`src/rtl/rtlramrdarb4x.sv`:
```
// rtlramrdarb4x -- four-requester read arbiter in front of a shared RAM-config macro.
//
// Each cycle one of four level requests is granted, either round-robin from
// ptr or by fixed priority (req0 highest). A grant drives eng_re/eng_ra to the
// macro and pulses the matching ack bit. The macro returns data two clocks
// later. A 3-stage tag pipeline steers that data back as a one-cycle rdvld
// pulse at grant+3. While the CPU has a read pending on the macro, a burst
// counter forces one idle slot after MAXBURST consecutive engine reads.
//
// Ports:
//   clk, rst          clock (rising edge), asynchronous active-high reset
//   arbena            arbiter enable (also driven out as active)
//   cfgfixpri         1 = fixed priority, 0 = round-robin
//   req[3:0]          per-requester level request
//   reqa0..reqa3      per-requester read address
//   ack[3:0]          one-hot grant pulse, same cycle as eng_re
//   rdvld[3:0]        one-hot read-data valid
//   rddat             returned read data, held between pulses
//   cpupend           CPU read pending on the macro
//   eng_re, eng_ra    read enable / address to the macro
//   eng_rdd           macro read data, valid 2 clocks after eng_re
//   active            macro active qualifier
module rtlramrdarb4x #(
  parameter int ADDRBIT  = 5,
  parameter int WIDTH    = 32,
  parameter int MAXBURST = 8
) (
  input  logic               clk,
  input  logic               rst,
  input  logic               arbena,
  input  logic               cfgfixpri,
  input  logic [3:0]         req,
  input  logic [ADDRBIT-1:0] reqa0,
  input  logic [ADDRBIT-1:0] reqa1,
  input  logic [ADDRBIT-1:0] reqa2,
  input  logic [ADDRBIT-1:0] reqa3,
  output logic [3:0]         ack,
  output logic [3:0]         rdvld,
  output logic [WIDTH-1:0]   rddat,
  input  logic               cpupend,
  output logic               eng_re,
  output logic [ADDRBIT-1:0] eng_ra,
  input  logic [WIDTH-1:0]   eng_rdd,
  output logic               active
);

  logic [1:0]       ptr_q, ptr_d;
  logic [3:0]       burst_q, burst_d;
  logic             vld_p0_q, vld_p1_q;
  logic [1:0]       idx_p0_q, idx_p1_q;
  logic [3:0]       rdvld_p2_q;
  logic [WIDTH-1:0] rddat_p2_q;

  logic [1:0]       base;
  logic [1:0]       cand;
  logic             win_vld;
  logic [1:0]       win_idx;
  logic             supp;
  logic             gnt;

  function automatic logic [3:0] sat_inc4(input logic [3:0] v);
    return (v == 4'hF) ? 4'hF : v + 4'd1;
  endfunction

  function automatic logic [3:0] onehot4(input logic [1:0] i);
    return 4'b0001 << i;
  endfunction

  // Winner search: start at ptr (or 0 in fixed-priority mode), first requester wins.
  always_comb begin
    base    = cfgfixpri ? 2'd0 : ptr_q;
    cand    = 2'd0;
    win_vld = 1'b0;
    win_idx = 2'd0;
    for (int k = 0; k < 4; k++) begin
      cand = base + 2'(k);
      if (!win_vld && req[cand]) begin
        win_vld = 1'b1;
        win_idx = cand;
      end
    end
  end

  // Idle slot for the CPU once MAXBURST engine reads have gone back to back.
  // Grants are also held off during reset so no ack is issued whose data the
  // cleared pipeline would then drop.
  assign supp = cpupend && (burst_q == 4'(MAXBURST));
  assign gnt  = win_vld && arbena && !supp && !rst;

  always_comb begin
    ack    = gnt ? onehot4(win_idx) : 4'b0000;
    eng_re = gnt;
    eng_ra = '0;
    if (gnt) begin
      case (win_idx)
        2'd0:    eng_ra = reqa0;
        2'd1:    eng_ra = reqa1;
        2'd2:    eng_ra = reqa2;
        default: eng_ra = reqa3;
      endcase
    end
  end

  assign ptr_d   = gnt ? win_idx + 2'd1 : ptr_q;
  assign burst_d = eng_re ? sat_inc4(burst_q) : 4'd0;
  assign active  = arbena;
  assign rdvld   = rdvld_p2_q;
  assign rddat   = rddat_p2_q;

  always_ff @(posedge clk or posedge rst) begin
    if (rst) begin
      ptr_q      <= 2'd0;
      burst_q    <= 4'd0;
      vld_p0_q   <= 1'b0;
      idx_p0_q   <= 2'd0;
      vld_p1_q   <= 1'b0;
      idx_p1_q   <= 2'd0;
      rdvld_p2_q <= 4'b0000;
      rddat_p2_q <= '0;
    end else begin
      ptr_q      <= ptr_d;
      burst_q    <= burst_d;
      // Stage 0: tag of this cycle's grant
      vld_p0_q   <= gnt;
      idx_p0_q   <= win_idx;
      // Stage 1: macro data for this tag is on eng_rdd during the next cycle
      vld_p1_q   <= vld_p0_q;
      idx_p1_q   <= idx_p0_q;
      // Stage 2: capture macro data and present it with its valid
      rdvld_p2_q <= vld_p1_q ? onehot4(idx_p1_q) : 4'b0000;
      if (vld_p1_q) rddat_p2_q <= eng_rdd;
    end
  end

endmodule

```
`config.mk`:
```
export PLATFORM = sky130hd
export DESIGN_NAME = rtlramrdarb4x
export DESIGN_NICKNAME = d
export VERILOG_FILES = /design/src/rtl/rtlramrdarb4x.sv
export SDC_FILE = /design/constraint.sdc
export NUM_CORES = 1
export LEC_CHECK = 0
export CELL_PAD_IN_SITES_DETAIL_PLACEMENT = 0
export CELL_PAD_IN_SITES_GLOBAL_PLACEMENT = 1
export CORE_MARGIN = 1
export CORE_UTILIZATION = 31
export CTS_CLUSTER_DIAMETER = 80
export DETAILED_ROUTE_END_ITERATION = 10
export PLACE_DENSITY = 0.92
export SLEW_MARGIN = 20
export SYNTH_ARGS = -nofsm -noshare
export SYNTH_HDL_FRONTEND = slang
export SYNTH_SLANG_ARGS = --single-unit
```
`constraint.sdc`:
```
create_clock -name clk -period 4 [get_ports clk]
set_clock_uncertainty 0.2 [all_clocks]
set_input_delay 0.6 -clock clk [delete_from_list [all_inputs] [get_ports clk]]
set_output_delay 0.6 -clock clk [all_outputs]
set_load 0.02 [all_outputs]
```
==> flow_metrics.py, run 1 <==
metrics = {
    "finish": {
        "multi_input_area_um2": 967,
        "fin_nets": 366,
        "syn2layout_area_growth_pct": 58.9,
        "antenna_cells": 0,
        "fill_cells": 642,
        "drive_gt1_frac": 0.205,
        "seq_area_um2": 1200,
        "utilization": 0.517,
        "stdcell_area_um2": 3570,
    },
    "critical_path": {
        "slowest_stage": "clkdlybuf4s50_1",
        "slowest_delay_ns": 0.65,
        "crit_family": "buffers and inverters",
        "cp_num_cells": 7,
        "critPathBufInv": 2,
        "cp.required_ns": 3.20,
        "path_max_fanout": 9,
        "crit_arrival_ns": 2.98,
        "worst-setup-path-type": "in -> out",
        "r2r.worst_path.cells": 5,
        "worst_setup_path_start_kind": "input pin",
        "worstPathCellList": "clkdlybuf4s50_1 > and4bb_2 > nor3_1 > o311ai_1 > nand2_2 > nor3_1 > clkdlybuf4s50_1",
        "crit_path_end_kind": "output port",
        "rrSetupSlack_ns": 1.95,
    },
    "drt": {
        "drtIter0Drc": 70,
        "final_antenna_net_count": 0,
        "first_pass_iters": 4,
        "vias": 1919,
        "wire_per_inst_um": 13.8,
        "drc_errors": 0,
        "vias_per_cell": 4.81,
        "drt-total-wl_um": 5530,
    },
    "yosys": {
        "synth.avg_cell_area_um2": 12.1,
        "synth_cells": 186,
        "synth_nets": 249,
        "ys_seq_elements": 48,
        "synth_ff_type": "dfrtp_1",
        "ys_seq_area_frac": 0.534,
        "ys.warnings.count": 0,
        "netlist_area_um2": 2250,
        "ys_types": 46,
        "async_flop_share": 1.00,
        "synth_edf_count": 0,
    },
    "place": {
        "place_area_um2": 3480,
        "dp_hpwl_um": 4290,
        "gp_congestion": 0.807,
        "numPortBuffers": 107,
    },
    "die": {
        "coreArea_um2": 6910,
        "die_y_um": 87.2,
        "chipWidth_um": 87.2,
        "design.die.area_um2": 7600,
        "num_rows": 30,
        "io_pins": 108,
        "start_util": 0.326,
    },
    "global_route": {
        "grt_usage": 0.152,
        "grt_max_degree": 49,
        "grt_pass1_wl_um": 8910,
        "overflow": 0,
        "grt_pass1_vias": 1899,
        "antenna_found_initial": 0,
    },
    "timing": {
        "timing.fmax_ghz": 0.265,
        "fin_crit_sh": 0.945,
        "finalHoldViolations": 0,
        "drv_slew": 0,
        "relSlewSlack": 0.575,
        "post-route-min-period_ns": 3.78,
        "worst_pin_slew_ns": 0.622,
        "setup_viol_count_final": 0,
        "tns_ns": 0,
        "rsz0062_at_grt": "false",
    },
    "power": {
        "cellPowerDensity_nw_per_um2": 382,
        "leakage_nw": 1.54,
        "peakVddDrop_mv": 0.124,
    },
    "clock_network": {
        "cts.sinks": 48,
        "cts-root-buf": "clkbuf_8",
        "htreeDepth": 2,
        "cts_setup_buffers": 0,
        "cts_tree": "yes",
        "numCtsBuffers": 5,
        "insertion_delay_ns": 0.28,
        "clockBufferDepth": 2,
        "clk_pin_slew_ns": 0.08,
    },
    "status": {
        "status": "completed",
    },
    "min_path": {
        "min_path_cells": 0,
        "hold_class": "reg -> reg",
    },
    "job": {
        "drv_cap": 0,
    },
}
## per-stage QoR
stage	instances	setup slack, ns	hold slack (ns)	total power, mW
after global placement	392	0.0995	0.132	1.11
after detailed placement	392	0.00542	0.137	1.12
after CTS	399	0.00284	0.156	1.39
final	399	0.220	0.153	1.37
after global routing	399	0.0284	0.165	1.45
after floorplan	186	0.310	0.131	0.873
## metal layers
metal	vias to the layer above	track usage	part of all wire
li1	915	-	-
met1	900	0.173	0.40
met2	97	0.267	0.47
met3	7	0.0559	0.12
met4	0	0.0417	0.0094
met5	-	0	0
## layout make-up
type	count	share of cell area
inverter	9	0.00945
timing repair buffer	119	0.328
multi-input combinational	120	0.271
clock buffer	6	0.0203
clock inverter	1	0.00140
tap	96	0.0336
sequential	48	0.336
## cells by family (layout without fill, tap and decap cells)
group | count (synthesis) | after routing | share of synthesized area
DFF | 48 | 48 | 0.534
AOI/OAI and AO/OA | 32 | 32 | 0.116
and+or+nand+nor | 54 | 54 | 0.141
buffers and inverters | 18 | 135 | 0.0367
adders and majority gates | 2 | 2 | 0.0111
muxes | 32 | 32 | 0.160
## synth_stat cells, types with 2 or more instances
library cell	instances	area share
buf_2	2	0.0045
nor3b_2	2	0.011
a2111oi_0	5	0.019
nor2b_1	3	0.0083
a31oi_1	2	0.0056
nand3_1	4	0.0089
nor3b_1	3	0.010
or3_1	2	0.0056
buf_1	3	0.0050
ha_1	2	0.011
dfrtp_1	48	0.53
o31a_1	5	0.019
inv_1	8	0.013
nor2_1	5	0.0083
a21oi_1	3	0.0067
o21ai_0	4	0.0089
nand2b_1	2	0.0056
a311oi_1	5	0.019
nor3_1	5	0.011
nand2_1	16	0.027
mux2_2	32	0.16
## power breakdown
part           internal (mW)  total [mW]  switching [mW]  leakage (nW)
clock                  0.119       0.258           0.139        0.0410
sequential             0.559       0.609          0.0501         0.585
combinational          0.267       0.500           0.232         0.913
## timing repair
action / in CTS / in global routing
gates resized for setup: 0 / 6
setup endpoints to repair: 0 / 6
hold buffers: 0 / 0
## placed cells by master, fill, tap and decap left out, types with 2 or more instances in the layout
cell and instances:
or3_1 2, mux2_2 32, a21oi_1 3, o21ai_0 4
nor3b_1 3, nand2b_1 2, nor2_1 5, inv_1 7
o31a_1 5, nand3_1 4, dlymetal6s2s_1 5, inv_2 2
a2111oi_0 5, nor3_1 5, ha_1 2, clkbuf_8 5
nor3b_2 2, dfrtp_1 48, buf_4 12, a311oi_1 5
nor2b_1 3, clkdlybuf4s50_1 102, nand2_1 15, a31oi_1 2
## worst paths after layout
kind | start | end
min in group asynchronous | rst | burst_q[3]$_DFF_PP0_
hold / removal | vld_p0_q$_DFF_PP0_ | vld_p1_q$_DFF_PP0_
setup reg to reg | ptr_q[1]$_DFFE_PP0P_ | ptr_q[1]$_DFFE_PP0P_
setup / recovery | req[2] | ack[0]
max in group asynchronous | rst | vld_p1_q$_DFF_PP0_
hold reg to reg | vld_p0_q$_DFF_PP0_ | vld_p1_q$_DFF_PP0_
## registers in the layout (all words and copies together) (netlist names)
| name | count |
|---|---|
| rddat | 32 |
| rdvld | 4 |
| burst_q | 4 |
| ptr_q | 2 |
| vld_p0_q | 1 |
| idx_p0_q | 2 |
| vld_p1_q | 1 |
| idx_p1_q | 2 |
Power figures use the tool's default switching activity.
==> run 2, diff against run 1 <==
--- a/config.mk
+++ b/config.mk
@@ -9,9 +9,11 @@
 export CELL_PAD_IN_SITES_GLOBAL_PLACEMENT = 1
 export CORE_MARGIN = 1
 export CORE_UTILIZATION = 31
+export CTS_BUF_LIST = sky130_fd_sc_hd__clkbuf_8 sky130_fd_sc_hd__clkbuf_16
 export CTS_CLUSTER_DIAMETER = 80
 export DETAILED_ROUTE_END_ITERATION = 10
 export PLACE_DENSITY = 0.92
+export REMOVE_ABC_BUFFERS = 1
 export SLEW_MARGIN = 20
 export SYNTH_ARGS = -nofsm -noshare
 export SYNTH_HDL_FRONTEND = slang
==> run 2 against run 1 <==
Utilization increased by 0.13 points. Wire length down 2.8%. First-iteration DRC count down 26%. Non-clock buffer count decreased by 3. Critical path depth did not move. Sequential share of layout area down 0.082 points. Sequential power about the same. Via count is 1.1% lower. Combinational power about the same. Hold slack worse by 0.0016 ns.
==> flow_metrics.py, run 2 (synthesis gave the netlist of run 1 again) <==
metrics = {
    "drt": {
        "first_pass_iters": 4,
        "final_antenna_net_count": 0,
        "drtIter0Drc": 52,
        "drc_errors": 0,
        "vias": 1898,
        "wire_per_inst_um": 13.6,
        "drt-total-wl_um": 5370,
        "vias_per_cell": 4.81,
    },
    "status": {
        "status": "completed",
    },
    "power": {
        "leakage_nw": 1.54,
        "cellPowerDensity_nw_per_um2": 398,
        "peakVddDrop_mv": 0.142,
    },
    "clock_network": {
        "htreeDepth": 2,
        "clockBufferDepth": 2,
        "insertion_delay_ns": 0.28,
        "cts-root-buf": "clkbuf_8",
        "clk_pin_slew_ns": 0.08,
        "cts_tree": "yes",
        "cts.sinks": 48,
        "numCtsBuffers": 5,
    },
    "timing": {
        "whs_ns": 0.151,
        "setup_viol_count_final": 0,
        "finalHoldViolations": 0,
        "relSlewSlack": 0.553,
        "drv_slew": 0,
        "rsz0062_at_grt": "false",
        "fin_crit_sh": 0.957,
        "tns_ns": 0,
        "post-route-min-period_ns": 3.83,
        "timing.fmax_ghz": 0.261,
        "worst_pin_slew_ns": 0.654,
    },
    "global_route": {
        "grt_pass1_vias": 1823,
        "grt_pass1_wl_um": 8420,
        "overflow": 0,
        "antenna_found_initial": 0,
        "grt_max_degree": 49,
        "grt_usage": 0.143,
    },
    "critical_path": {
        "path_max_fanout": 8,
        "critPathBufInv": 2,
        "slowest_stage": "clkdlybuf4s50_1",
        "worst_setup_path_start_kind": "input pin",
        "crit_arrival_ns": 3.03,
        "cp.required_ns": 3.20,
        "crit_path_end_kind": "output port",
        "crit_family": "buffers and inverters",
        "slowest_delay_ns": 0.65,
        "worst-setup-path-type": "in -> out",
        "worstPathCellList": "clkdlybuf4s50_1 > nor3b_1 > nor3_1 > o311ai_1 > nand2_2 > nor3_1 > clkdlybuf4s50_1",
    },
    "finish": {
        "stdcell_area_um2": 3580,
        "largest_reg_flops": 32,
        "layout_commonest_cell": "clkdlybuf4s50_1",
        "final_cell_mix": "clkdlybuf4s50_1 (101), dfrtp_1 (48), mux2_2 (32)",
        "syn2layout_area_growth_pct": 59.3,
        "fill_cells": 622,
        "fin_nets": 363,
        "antenna_cells": 0,
        "drive_gt1_frac": 0.201,
    },
    "die": {
        "start_util": 0.326,
        "die_y_um": 87.2,
        "num_rows": 30,
        "design.die.area_um2": 7600,
        "io_pins": 108,
        "chipWidth_um": 87.2,
        "coreArea_um2": 6910,
    },
    "job": {
        "drv_cap": 0,
    },
    "place": {
        "dp_hpwl_um": 4170,
        "gp_congestion": 0.852,
        "numPortBuffers": 107,
        "place_area_um2": 3450,
    },
    "min_path": {
        "hold_class": "reg -> reg",
    },
}
-- run 2: cell types whose count changed in the layout (fill, tap and decap cells not counted), sizes merged --
| cell | previous run | this run |
|---|---|---|
| buf | 12 | 9 |
| bufinv | 0 | 1 |
| clkbuf | 6 | 5 |
| clkdlybuf4s50 | 102 | 101 |
| clkinv | 1 | 0 |
| dlymetal6s2s | 5 | 6 |
-- run 2: worst paths after layout --
path	start	end	slack, ns	cells past startpoint
min in group asynchronous	rst	rddat[9]$_DFFE_PP0P_	0.64	3
min reg2reg	idx_p0_q[0]$_DFF_PP0_	idx_p1_q[0]$_DFF_PP0_	0.15	0
min	idx_p0_q[0]$_DFF_PP0_	idx_p1_q[0]$_DFF_PP0_	0.15	0
max	req[0]	ack[0]	0.17	7
max reg2reg	ptr_q[0]$_DFFE_PP0P_	ptr_q[0]$_DFFE_PP0P_	1.97	6
max in group asynchronous	rst	rdvld[1]$_DFF_PP0_	2.58	3
-- run 2: final cells by class --
type	instances	area, um^2	area share
Sequential cell	48	1200	0.335
Timing Repair Buffer	116	1150	0.322
Multi-Input combinational cell	120	975	0.272
Tap cell	96	120	0.0335
Clock buffer	5	68.8	0.0192
Inverter	9	33.8	0.00943
Clock inverter	1	30.0	0.00838
-- run 2: report_power, final --
part / switching, mW / internal, mW / total (mW)
combinational: 0.229 / 0.268 / 0.497
sequential: 0.0512 / 0.559 / 0.610
clock: 0.141 / 0.179 / 0.320
total: 0.421 / 1.01 / 1.43
-- run 2: repair_timing --
item / in CTS / in global routing
setup buffers: 0 / 1
endpoints found under the setup margin: 0 / 6
gates resized for setup: 0 / 9
hold buffers: 0 / 0
-- run 2: worst reg2reg max path, cell delays in order, from the launching register on --
cell and delay, ns:
dfrtp_1 0.48, and4bb_2 0.33, nor3_1 0.06, o311ai_1 0.35, nand2_2 0.22, buf_4 0.20
o21ai_0 0.12
-- run 2: per-stage QoR --
stage	utilization	cells	setup slack, ns	power (mW)
global placement	0.500	388	0.0765	1.11
detailed placement	0.500	388	0.0535	1.12
global route	0.519	395	0.0341	1.51
finish	0.519	395	0.171	1.43
CTS	0.514	394	0.0447	1.44
floorplan	-	177	0.140	0.860
-- run 2: routing by layer --
layer	global-route usage	up-vias	part of all wire
met5	0	-	0
met3	0.0436	7	0.11
met1	0.177	871	0.43
met4	0.0447	0	0.012
met2	0.238	112	0.45
li1	-	908	-
